$ cat src/rtl/fetch_hazard_controller.sv
// Fetch-stage and IF/ID, ID/EX pipeline-register sequencer for the 10-bit-PC core.
// Resolves branches, jumps, load-use stalls and halts, and keeps saturating perf counters.
module fetch_hazard_controller #(
   parameter int BOOT_CYCLES  = 2,
   parameter int STALL_CYCLES = 1,
   parameter int CNT_W        = 16
) (
   input  logic             clk,
   input  logic             rst,
   input  logic             branch_taken_ex,
   input  logic             jump_id,
   input  logic             jr_id,
   input  logic             ld_use_hazard,
   input  logic             halt_req,
   output logic             PCsrc,
   output logic             jump,
   output logic             jr,
   output logic             hold,
   output logic             if_id_write,
   output logic             if_id_flush,
   output logic             id_ex_flush,
   output logic [1:0]       state,
   output logic [CNT_W-1:0] stall_count,
   output logic [CNT_W-1:0] flush_count
);

   localparam logic [1:0] ST_BOOT  = 2'd0;
   localparam logic [1:0] ST_RUN   = 2'd1;
   localparam logic [1:0] ST_STALL = 2'd2;
   localparam logic [1:0] ST_HALT  = 2'd3;

   localparam logic [3:0] BOOT_RELOAD  = 4'(BOOT_CYCLES - 1);
   localparam logic [2:0] STALL_RELOAD = (STALL_CYCLES > 1) ? 3'(STALL_CYCLES - 2) : 3'd0;
   localparam logic [CNT_W-1:0] CNT_ONE = CNT_W'(1);
   localparam logic [CNT_W-1:0] CNT_MAX = {CNT_W{1'b1}};

   logic [1:0]       r_state;
   logic [3:0]       r_bootCnt;
   logic [2:0]       r_stallCnt;
   logic [CNT_W-1:0] r_stallCount;
   logic [CNT_W-1:0] r_flushCount;

   logic w_runLike;
   logic w_branch;
   logic w_loadUse;
   logic w_jump;
   logic w_halt;

   // HALT evaluates the same priority chain as RUN, so dropping halt_req
   // releases fetch in that very cycle and the state catches up next edge.
   assign w_runLike = (r_state == ST_RUN) || (r_state == ST_HALT);
   assign w_branch  = branch_taken_ex && (r_state != ST_BOOT);
   assign w_loadUse = !w_branch && ((w_runLike && ld_use_hazard) || (r_state == ST_STALL));
   assign w_jump    = !w_branch && w_runLike && !ld_use_hazard && jump_id;
   assign w_halt    = !w_branch && w_runLike && !ld_use_hazard && !jump_id && halt_req;

   always_comb begin
      PCsrc       = 1'b0;
      jump        = 1'b0;
      jr          = 1'b0;
      hold        = 1'b0;
      if_id_write = 1'b1;
      if_id_flush = 1'b0;
      id_ex_flush = 1'b0;
      if (rst || (r_state == ST_BOOT)) begin
         hold        = 1'b1;
         if_id_write = 1'b0;
         if_id_flush = 1'b1;
         id_ex_flush = 1'b1;
      end else if (w_branch) begin
         PCsrc       = 1'b1;
         if_id_flush = 1'b1;
         id_ex_flush = 1'b1;
      end else if (w_loadUse || w_halt) begin
         hold        = 1'b1;
         if_id_write = 1'b0;
         id_ex_flush = 1'b1;
      end else if (w_jump) begin
         jump        = 1'b1;
         jr          = jr_id;
         if_id_flush = 1'b1;
      end
   end

   always_ff @(posedge clk) begin
      if (rst) begin
         r_state    <= ST_BOOT;
         r_bootCnt  <= BOOT_RELOAD;
         r_stallCnt <= 3'd0;
      end else if (r_state == ST_BOOT) begin
         if (r_bootCnt == 4'd0) begin
            r_state <= ST_RUN;
         end else begin
            r_bootCnt <= r_bootCnt - 4'd1;
         end
      end else if (w_branch) begin
         r_state <= ST_RUN;
      end else if (r_state == ST_STALL) begin
         if (r_stallCnt == 3'd0) begin
            r_state <= ST_RUN;
         end else begin
            r_stallCnt <= r_stallCnt - 3'd1;
         end
      end else if (w_loadUse) begin
         r_state    <= (STALL_CYCLES > 1) ? ST_STALL : ST_RUN;
         r_stallCnt <= STALL_RELOAD;
      end else if (w_halt) begin
         r_state <= ST_HALT;
      end else begin
         r_state <= ST_RUN;
      end
   end

   // Counters stick at all-ones rather than wrapping.
   always_ff @(posedge clk) begin
      if (rst) begin
         r_stallCount <= '0;
         r_flushCount <= '0;
      end else begin
         if ((w_loadUse || w_halt) && (r_stallCount != CNT_MAX)) begin
            r_stallCount <= r_stallCount + CNT_ONE;
         end
         if ((w_branch || w_jump) && (r_flushCount != CNT_MAX)) begin
            r_flushCount <= r_flushCount + CNT_ONE;
         end
      end
   end

   assign state       = r_state;
   assign stall_count = r_stallCount;
   assign flush_count = r_flushCount;

endmodule
$ cat config.mk
export PLATFORM = sky130hd
export DESIGN_NAME = fetch_hazard_controller
export DESIGN_NICKNAME = d
export VERILOG_FILES = /design/src/rtl/fetch_hazard_controller.sv
export SDC_FILE = /design/constraint.sdc
export NUM_CORES = 1
export LEC_CHECK = 0
export ABC_AREA = 1
export ABC_CLOCK_PERIOD_IN_PS = 2200
export BUFFER_PORTS_ARGS = -buffer_cell sky130_fd_sc_hd__buf_2
export CAP_MARGIN = 20
export CORE_ASPECT_RATIO = 1.1
export CORE_MARGIN = 2
export CORE_UTILIZATION = 50
export DETAILED_ROUTE_END_ITERATION = 8
export HOLD_SLACK_MARGIN = 0.02
export PLACE_DENSITY = 0.75
export SLEW_MARGIN = 20
export SYNTH_ARGS = -nofsm -noshare
export SYNTH_HDL_FRONTEND = slang
export SYNTH_SLANG_ARGS = --single-unit
$ cat constraint.sdc
create_clock -name clk -period 2.2 [get_ports clk]
set_clock_uncertainty 0.15 [all_clocks]
set_input_delay 0.44 -clock clk [delete_from_list [all_inputs] [get_ports clk]]
set_output_delay 0.44 -clock clk [all_outputs]
set_load 0.02 [all_outputs]
==> results by group <==
Logic synthesis
  – Post-Syn Nets: 409
  – Syn Inst Count: 397
  – Avg Cell Area, Syn: 6.49 um2
  – Yosys top cell by area: dfxtp_1
  – Synth Cell Area: 2570 um2
  – Netlist cell types: 32
  – Asr flop ratio synth: 0%
  – EDFF count, synth: 0
  – Sequential share of the synthesized area: 31.9%
  – Yosys reg bits: 41
  – Top cells by area, synth: dfxtp_1 32%, nand2_1 19%, nor2_1 7.4%
  – Count leader, synth: nand2_1
  – Most used DFF post-synth: dfxtp_1
  – Warnings from Yosys: 0
  – Top cells by count, synth: 128 x nand2_1, 51 x nor2_1, 41 x dfxtp_1
  – Share of Yosys cell area claimed by the top area cell type: 31.9%

Power
  – Maximum VDD drop: 0.333 mV
  – Leak: 1.20 nW
  – Pwr dens: 657 nW/um2
  – Overall Power: 1.95 mW

Die
  – I/O pin cnt: 48
  – Row count: 27
  – Starting density of the core: 51.5%
  – Die Wd: 72.4 um
  – Die area: 5740 um2
  – Die Span Y: 79.3 um
  – Core area: 5000 um2

Critical path
  – Max incr delay on CP: 0.34 ns
  – Worst endpoint required time: 1.61 ns
  – Critical-path top delay cell: dfxtp_1
  – Critical Path AT: 1.43 ns
  – Worst path bufs/invs: 2
  – Crit path max fanout: 3
  – CP delay by family, top: simple AND/OR/NAND/NOR gates
  – Startpoint Class: flip-flop
  – Worst R2R Setup Slack: 0.31 ns
  – Critical path class: flip-flop to output port
  – CP Capture Type: output port
  – Crit-path cells: nor2_1 -> inv_1 -> o211ai_1 -> nand2_2 -> nor2_2 -> nand2_1 -> buf_2

Final layout
  – Final net count: 459
  – Area Overhead vs Synth: 15.0%
  – Ratio of cells with drive above 1 in the final layout: 21.0%
  – Final cell count without fillers: 506
  – Ant diodes: 0
  – Fill count: 488

Clock tree
  – CTS root buf: clkbuf_8
  – Clk Latency, worst-skew pair: 0.30 ns
  – Clock buffer depth: 2
  – CTS Sinks: 41
  – H-tree depth: 2
  – Cts bufs inserted: 5
  – CTS clock-pin slew for the worst setup and hold paths: 0.08 ns
  – TritonCTS clock tree: done

STA
  – Final setup viols: 0
  – Hold Vio Cnt, Final: 0
  – Period minus WS final: 2.02 ns
  – Worst-Margin Slew: 0.406 ns
  – Final slew viol count: 0
  – Final WS setup: 0.179 ns
  – RSZ-0062 raised after global routing: false
  – Final setup TNS: 0 ns
  – Max Clock Freq: 495 MHz
  – Slew headroom: 72.9%
  – Fin crit share: 91.9%

Detailed routing
  – DR WL/cell: 11.8 um
  – Detail Route Antenna Nets: 0
  – Vias/cell: 5.15
  – Iteration-0 DRC Markers: 115
  – Drt pass-1 iters: 4
  – Total Routed Length: 5950 um
  – Routed vias: 2,607
  – Drt drc: 0

Worst hold path
  – Hold crit path type: primary input to flip-flop

Global routing
  – Largest net degree at the start of global routing: 31
  – First-pass GRT wire length: 9650 um
  – Total gr overflow: 0
  – Initial antenna violation count: 0
  – GRT Overall Usage: 21.4%
  – Via count of the first global-routing pass: 2,242

Place
  – Gpl congestion: 0.881
  – IO Port Bufs: 47
  – Half-perimeter wire length after placement: 4320 um
  – Dpl ws: 0.337 ns
  – Placed cells: 498

Flow run
  – Max-Cap Viols: 0

Outcome
  – Outcome: finished clean
[logic make-up after synthesis]
family / Yosys count / synth area share, %
adders and majority gates: 5 / 2.43
AOI/OAI and AO/OA: 51 / 12.0
DFF: 41 / 31.9
and+or+nand+nor: 239 / 41.8
buffers and inverters: 50 / 8.16
xor gates and xnor gates: 11 / 3.74
[layout make-up]
type                            instances  area, um2  area share, %
Timing Repair Buffer                   50        258           8.71
Clock inverter                          1       5.00          0.169
Clock buffer                            7       96.3           3.25
Tap cell                               58       72.6           2.45
Inverter                               43        161           5.45
Multi-Input combinational cell        306       1550           52.2
Sequential cell                        41        821           27.7
[registers in the layout, indices dropped and copies added (netlist names)]
register and flops:
state 2, r_stallCnt 3, r_bootCnt 4, stall_count 16
flush_count 16
[layout by cell type, fill, tap and decap left out]
cell type,n
o211ai_1,1
nand2_2,6
buf_2,47
xnor2_1,4
clkbuf_8,7
o21a_1,1
nand3_4,2
nor2_4,4
nor3_1,4
o21ai_1,1
buf_4,3
nand2_1,128
nand2_4,1
nor2_2,6
a21oi_2,10
nor3_2,1
o21ai_0,16
clkinv_2,1
nand3_1,22
o21ai_4,1
a21oi_1,21
xor2_1,7
dfxtp_1,41
nand4_1,9
nand3_2,1
nor3b_1,1
ha_1,5
nand3b_1,4
inv_2,4
inv_1,39
nor2_1,50
[worst register-to-register path, delay by kind of cell (launching register included)]
family / cells / cell delay (ns)
compound gates: 1 / 0.13
flops: 1 / 0.45
fa+ha+maj: 1 / 0.36
simple gates: 5 / 0.73
[layer usage]
| layer | wire length [um] | part of all wire (%) | global-route usage, % | up-vias |
|---|---|---|---|---|
| li1 | - | - | - | 1360 |
| met1 | 2610 | 44 | 24.7 | 1185 |
| met2 | 2990 | 50 | 37.5 | 52 |
| met3 | 249 | 4.2 | 5.20 | 10 |
| met4 | 95 | 1.6 | 8.52 | 0 |
| met5 | 0 | 0 | 0 | - |
[where the power goes]
part           switching [mW]  internal (mW)  total (mW)
Combinational           0.377          0.165       0.542
Sequential             0.0457          0.804       0.850
Clock                   0.270          0.284       0.553
[through the flow]
step / utilization [%] / instance area (um2) / hold slack (ns)
after floorplan: - / 2570 / 0.314
after global placement: 57.1 / 2860 / 0.329
after detailed placement: 57.1 / 2860 / 0.340
after CTS: 59.2 / 2960 / 0.319
after global routing: 59.2 / 2960 / 0.341
final: 59.2 / 2960 / 0.320
[path summary, 6_finish.rpt]
check	start	to	cells past startpoint
worst max-delay path	state[1]	id_ex_flush	7
worst min-delay path	branch_taken_ex	state[0]	3
worst max register to register	stall_count[0]	stall_count[9]	7
worst min register to register	r_bootCnt[0]	r_bootCnt[0]	2
[timing repair]
action / in CTS / in global routing
hold buffers: 0 / 0
setup buffers: 0 / 0
gates resized for setup: 0 / 1
endpoints found under the setup margin: 0 / 3
No activity file was read; power rests on OpenSTA's default activity.
